File: src/rtl/rotate_stage.sv
// Rho lane-rotation stage: buffers a full 1600-bit state arriving as 64 slices
// of 25 lanes, then streams out 64 rotated slices tagged with their index.
module rotate_stage #(
    parameter int unsigned SLICES = 64
) (
    input  logic        clk,
    input  logic        rst,
    input  logic        in_valid,
    output logic        in_ready,
    input  logic [24:0] in_data,
    output logic        out_valid,
    input  logic        out_ready,
    output logic [24:0] out_data,
    output logic [5:0]  out_index,
    output logic        busy
);

    localparam int unsigned IDX_W = 6;
    localparam int unsigned LANES = 25;
    localparam logic [IDX_W-1:0] LAST_IDX = IDX_W'(SLICES - 1);

    typedef enum logic {
        ST_LOAD  = 1'b0,
        ST_DRAIN = 1'b1
    } state_t;

    // Constant per-lane rotation amounts, lane i = 5*y + x
    function automatic logic [IDX_W-1:0] rho_off(input int lane);
        case (lane)
            0:       return 6'd0;
            1:       return 6'd1;
            2:       return 6'd62;
            3:       return 6'd28;
            4:       return 6'd27;
            5:       return 6'd36;
            6:       return 6'd44;
            7:       return 6'd6;
            8:       return 6'd55;
            9:       return 6'd20;
            10:      return 6'd3;
            11:      return 6'd10;
            12:      return 6'd43;
            13:      return 6'd25;
            14:      return 6'd39;
            15:      return 6'd41;
            16:      return 6'd45;
            17:      return 6'd15;
            18:      return 6'd21;
            19:      return 6'd8;
            20:      return 6'd18;
            21:      return 6'd2;
            22:      return 6'd61;
            23:      return 6'd56;
            24:      return 6'd14;
            default: return 6'd0;
        endcase
    endfunction

    state_t                 state_q, state_d;
    logic [IDX_W-1:0]       wr_cnt_q, wr_cnt_d;
    logic [IDX_W-1:0]       rd_cnt_q, rd_cnt_d;
    logic [LANES-1:0]       mem_q [SLICES];
    logic [LANES-1:0]       mem_d [SLICES];
    logic                   in_ready_q, in_ready_d;
    logic                   out_valid_q, out_valid_d;
    logic [LANES-1:0]       out_data_q, out_data_d;
    logic [IDX_W-1:0]       out_index_q, out_index_d;
    logic                   busy_q, busy_d;

    logic                   wr_fire_c;
    logic                   rd_fire_c;
    logic [IDX_W-1:0]       view_idx_c;
    logic [LANES-1:0]       rot_c;

    assign wr_fire_c = in_valid && in_ready_q && (state_q == ST_LOAD);
    assign rd_fire_c = out_valid_q && out_ready;

    // Rotated slice for the index presented next; the slice being written this
    // cycle is bypassed so the first output can be registered on the last load edge.
    always_comb begin
        logic [IDX_W-1:0] src;
        src        = '0;
        rot_c      = '0;
        view_idx_c = (state_q == ST_DRAIN) ? IDX_W'(rd_cnt_q + 6'd1) : '0;
        for (int i = 0; i < int'(LANES); i++) begin
            src      = IDX_W'(view_idx_c - rho_off(i));
            rot_c[i] = (wr_fire_c && (src == wr_cnt_q)) ? in_data[i] : mem_q[src][i];
        end
    end

    // Next-state and registered-output logic
    always_comb begin
        state_d     = state_q;
        wr_cnt_d    = wr_cnt_q;
        rd_cnt_d    = rd_cnt_q;
        mem_d       = mem_q;
        in_ready_d  = in_ready_q;
        out_valid_d = out_valid_q;
        out_data_d  = out_data_q;
        out_index_d = out_index_q;

        case (state_q)
            ST_LOAD: begin
                if (wr_fire_c) begin
                    mem_d[wr_cnt_q] = in_data;
                    wr_cnt_d        = IDX_W'(wr_cnt_q + 6'd1);
                    if (wr_cnt_q == LAST_IDX) begin
                        state_d     = ST_DRAIN;
                        in_ready_d  = 1'b0;
                        out_valid_d = 1'b1;
                        rd_cnt_d    = '0;
                        out_index_d = '0;
                        out_data_d  = rot_c;
                    end
                end
            end
            ST_DRAIN: begin
                if (rd_fire_c) begin
                    if (rd_cnt_q == LAST_IDX) begin
                        state_d     = ST_LOAD;
                        rd_cnt_d    = '0;
                        in_ready_d  = 1'b1;
                        out_valid_d = 1'b0;
                        out_index_d = '0;
                        out_data_d  = '0;
                    end else begin
                        rd_cnt_d    = IDX_W'(rd_cnt_q + 6'd1);
                        out_index_d = IDX_W'(rd_cnt_q + 6'd1);
                        out_data_d  = rot_c;
                    end
                end
            end
            default: begin
                state_d = ST_LOAD;
            end
        endcase

        busy_d = (state_d == ST_DRAIN) || (wr_cnt_d != '0);
    end

    always_ff @(posedge clk or posedge rst) begin
        if (rst) begin
            state_q     <= ST_LOAD;
            wr_cnt_q    <= '0;
            rd_cnt_q    <= '0;
            for (int s = 0; s < int'(SLICES); s++) begin
                mem_q[s] <= '0;
            end
            in_ready_q  <= 1'b1;
            out_valid_q <= 1'b0;
            out_data_q  <= '0;
            out_index_q <= '0;
            busy_q      <= 1'b0;
        end else begin
            state_q     <= state_d;
            wr_cnt_q    <= wr_cnt_d;
            rd_cnt_q    <= rd_cnt_d;
            mem_q       <= mem_d;
            in_ready_q  <= in_ready_d;
            out_valid_q <= out_valid_d;
            out_data_q  <= out_data_d;
            out_index_q <= out_index_d;
            busy_q      <= busy_d;
        end
    end

    assign in_ready  = in_ready_q;
    assign out_valid = out_valid_q;
    assign out_data  = out_data_q;
    assign out_index = out_index_q;
    assign busy      = busy_q;

endmodule

File: config.mk
export PLATFORM = sky130hd
export DESIGN_NAME = rotate_stage
export DESIGN_NICKNAME = d
export VERILOG_FILES = /design/src/rtl/rotate_stage.sv
export SDC_FILE = /design/constraint.sdc
export NUM_CORES = 2
export LEC_CHECK = 0
export CAP_MARGIN = 20
export CORE_MARGIN = 2
export CORE_UTILIZATION = 48
export CTS_CLUSTER_DIAMETER = 150
export DETAILED_ROUTE_END_ITERATION = 10
export PLACE_DENSITY = 0.75
export SLEW_MARGIN = 30
export SYNTH_ARGS = -nofsm -noshare
export SYNTH_HDL_FRONTEND = slang
export SYNTH_SLANG_ARGS = --single-unit
File: constraint.sdc
create_clock -name clk -period 112.8 [get_ports clk]
set_input_delay 22.56 -clock clk [delete_from_list [all_inputs] [get_ports clk]]
set_output_delay 22.56 -clock clk [all_outputs]
set_load 0.01 [all_outputs]
Yosys cells after proc, flatten, opt, wreduce, memory -nomap -nowiden
Cells that the tools add are included.

operators by class
  add/sub/neg operators = 26
  $lt $le $gt $ge = 27
  equal/unequal tests = 31
  mux-type cells = 131
  bitwise logic cells = 27
  reductions and logical operators = 34

operators with widths
  cell                   number
  $bmux W25 S6           25
  $bwmux W1600           1
  $ge A7 B7 Y1 const B   26
  $not A6 Y7             26
  $mux W25               7
  $demux W25 S6          1
  $eq A6 B6 Y1           25
  $sub A6 B6 Y6 const B  10
  $mux W6                9
  $pmux W25 S2           1
  $mux W24               2
  $mux W23               2
  $mux W22               2
  $mux W21               2
  $mux W20               2
  $mux W1                39
  $mux W19               2
  $mux W18               2
  $sub A6 B5 Y6 const B  6
  $mux W17               2
  $mux W16               2
  $mux W15               2
  $logic_and A1 B1 Y1    29
  $mux W14               2
  other kinds (28)       49

storage, ports and cells
  register bits = 1641
  bits of input ports = 29
  output and inout port bits = 34
  logic and storage cells = 347

Longest topological paths before layout
  depth after elaboration = 11
  depth in mapped cells = 20
  gate-level depth less buffers = 13

Least setup slack after synthesis
No wires, ideal clock.

  kind = input to register
  start point = input in_valid
  end point = register mem_q[100] (netlist bit)
  library setup time = 0.125 ns
  data arrival time = 24.400 ns
  data required time = 112.675 ns
  path slack = 88.275 ns
  stages = 8
  path buffers = 2
  cells stage by stage = nand2_1 -> nor2_1 -> and2_1 -> nand3b_1 -> clkbuf_1 -> nor2_1 -> clkbuf_1 -> mux2_2

on the way
  cells in the longest elaborated chain, start to end = 3

ends and longest elaborated chain
  what                               RTL line  RTL
  start, declared                    8         input logic in_valid,
  $logic_and A1 B1 Y1 (2 in series)  75        assign wr_fire_c = in_valid && in_ready_q && (state_q == ST_LOAD);
  $reduce_and A2 Y1 (no line)        --
  end signal, assigned               158       mem_q <= mem_d;
  end, declared                      62        logic [LANES-1:0] mem_q [SLICES];

No other way between the ends.
A chain may end at the register's enable or synchronous reset.

==> flow_summary.ini <==
[critical_path]
path_buf_inv = 7
cp_data_required_time_ns = 113.68
start_kind = primary input
r2r-start = out_index[0]$_DFFE_PP0P_
cp_max_fo = 133
crit_family = buffers and inverters
r2r_cells = 11
cp_common_cell = buf_6
critPathKind = primary input to asynchronous set/reset pin
r2r_end = out_data[8]$_DFFE_PP0P_
critPathArrivalTime_ns = 26.79
crit_slowest_cell = buf_4
endpoint_kind = asynchronous set/reset pin
slowest_delay_ns = 0.70
crit_chain = clkdlybuf4s50_1 > clkinv_8 > buf_4 > buf_6 > buf_6 > buf_12 > buf_16
ff2ff_setup_slack_ns = 107.28

[logic_synthesis]
yosys.cell_count.top_type = dfrtp_1
synthArstFlopShare = 1.00
yosysUniqueCellTypes = 64
syn_area_per_cell_um2 = 14.6
synth_ff_type = dfrtp_1
synthDominantCellAreaShare = 0.537
ys_top_cells_by_area = dfrtp_1 (54%), mux2_2 (24%), mux4_2 (10%)
synthTopCellsByCount = dfrtp_1 (1640), mux2_2 (1621), mux4_2 (351)
synth_top_cell_by_area = dfrtp_1
yosys_register_bits = 1641
synthCells = 5224
synth-seq-area-share = 0.538
syn-num-nets = 5263
synth_edf_count = 0
syn_area_um2 = 76400
yosys_warnings = 0

[pwr]
combPwrFrac = 0.019
ir_worst_vdd_v = 0.0000164
leakage_nw = 40.4
power.switching_uw = 253
internal_power_uw = 918
powerDensity_nw_per_um2 = 13.8
seq_power_share = 0.503
total_power_mw = 1.17
sw_frac_of_total = 0.216
power_frac_clock = 0.479

[clock_tree]
hold_buffers = 0
clockBufferDepth = 3
ctsResizeCount = 0
cts_setup_buffers = 0
worstSkewPairLatency_ns = 0.81
cts.sinks = 1641
htreeDepth = 4
cts_buffers = 169
root_buffer = clkbuf_16
clk_pin_slew_worst_paths_ns = 0.06
cts_tree = done

[routing]
routed_wl_um = 219000
drtAntennaViolNets = 0
viasPerCell = 6.42
drtPass1Iterations = 8
wl_per_cell_um = 30.1
drt_first_iter_violations = 4579
via_count = 46700
drc_errors = 0

[cells_and_area]
layout-drive-gt1-share = 0.478
nNetsFinal = 5120
synthToLayoutAreaGrowth_pct = 10.9
finalNonFillerCells = 7282
finish.utilization = 0.535
fillers = 12500

[floorplanning]
pin_count = 63
num_rows = 146
start_util = 0.483
dieWidth_um = 403
die-area_um2 = 162000
die_h_um = 403
core-area_um2 = 158000

[timing]
max_freq_mhz = 38.6
finalSetupTns_ns = 0
period_share = 0.230
fin_crit_ns = 25.91
max_slew_margin = 0.288
rsz0062_at_grt = false
hold_ws_ns = 0.498
worst_pin_slew_ns = 1.07
setup_viol = 0
drv_slew = 0
finalClockSkew_ns = 0.0267
hold_viol = 0

[grt]
grt_max_degree = 193
antenna_found_initial = 9
grt_pass1_wl_um = 325000
grt_pass1_vias = 48000
grt.overflow.total = 0
grt_usage = 0.271

[hold_path]
holdCritStartpoint = mem_q[1209]$_DFFE_PP0P_
min_path_cells = 1
holdPathEnd = mem_q[1209]$_DFFE_PP0P_
hold_path.class = register to register

[flow_run]
cap_violations = 0

[placement]
dp_cells = 6972
gp_congestion = 0.880
port_buffers = 62
post-dp-hpwl_um = 126000

[outcome]
status = finished clean
[routing by layer]
| metal | global-route usage | vias up | wire length [um] |
|---|---|---|---|
| li1 | - | 18900 | - |
| met1 | 0.371 | 25300 | 89100 |
| met2 | 0.413 | 1977 | 99300 |
| met3 | 0.0710 | 537 | 20200 |
| met4 | 0.113 | 12 | 10200 |
| met5 | 0 | - | 154 |
[cells by family (layout without fill, tap and decap cells)]
logic type / after synthesis / in the layout / synth area share
other: 0 / 5 / 0
flip-flops: 1641 / 1641 / 0.538
adder cells (fa/ha/maj): 10 / 10 / 0.00164
multiplexers: 2093 / 2093 / 0.359
buffers and inverters: 520 / 501 / 0.0289
AO/OA/AOI/OAI: 335 / 335 / 0.0312
AND/OR/NAND/NOR: 560 / 560 / 0.0339
XOR/XNOR: 65 / 65 / 0.00804
[how the worst max path moves through the flow]
stage / start / to / slack, ns / depth (start not counted)
global placement: rst / mem_q[1167]$_DFFE_PP0P_ / 85.41 / 6
global route: rst / mem_q[367]$_DFFE_PP0P_ / 86.33 / 7
CTS: rst / mem_q[362]$_DFFE_PP0P_ / 86.41 / 6
floorplan: rst / busy$_DFF_PP0_ / 43.93 / 1
detailed placement: rst / mem_q[1117]$_DFFE_PP0P_ / 85.55 / 6
finish: rst / mem_q[1142]$_DFFE_PP0P_ / 86.89 / 7
[flip-flops by register name, summed over array words and instances, names as in the netlist]
register / flops
busy: 1
wr_cnt_q: 6
out_data: 25
mem_q: 1600
out_index: 6
out_valid: 1
in_ready: 1
state_q: 1
[layout make-up]
class                      instances  area (um2)  share of cell area
tap                             2072        2590              0.0306
antenna                            5        12.5            0.000148
multi-input combinational       3063       33600               0.397
clock inverter                    40         504             0.00596
sequential                      1641       41100               0.485
timing repair buffer             200        1850              0.0219
inverter                           6        42.5            0.000502
clock buffer                     255        5000              0.0590
[through the flow]
| stage | setup slack [ns] | instance area, um2 |
|---|---|---|
| after floorplan | 43.93 | 76400 |
| after global placement | 85.41 | 78800 |
| after detailed placement | 85.55 | 78900 |
| after CTS | 86.41 | 84400 |
| after global routing | 86.33 | 84700 |
| final | 86.89 | 84700 |
[placed cells by master (no fill, tap or decap), drive strengths merged, types with 38 or more instances in the layout]
| cell type | instances |
|---|---|
| a211oi | 74 |
| a21oi | 38 |
| a311oi | 45 |
| buf | 163 |
| clkbuf | 255 |
| dfrtp | 1640 |
| mux2 | 1621 |
| mux2i | 121 |
| mux4 | 351 |
| nand2 | 287 |
| nand3 | 41 |
| nor2 | 64 |
| nor2b | 61 |
| o21ai | 44 |
| xnor2 | 57 |
[worst reg2reg max path, stage by stage, from the launching register on]
cell and delay, ns:
dfrtp_4 0.76, nand2b_4 0.61, buf_4 0.53, ha_4 0.21, buf_12 0.65, buf_4 0.85
mux4_2 0.45, and3_1 0.21, a211oi_1 0.28, a21oi_1 0.14, mux4_2 0.53, a22o_1 0.21
[power by group through the flow]
stage               clock network (mW)  registers [mW]  logic, mW
floorplan                            0           0.601     0.0150
global placement                     0           0.599     0.0210
detailed placement                   0           0.599     0.0217
CTS                              0.567           0.589     0.0218
global route                     0.593           0.588     0.0253
finish                           0.561           0.589     0.0222
(Power assumes the default switching activity.)
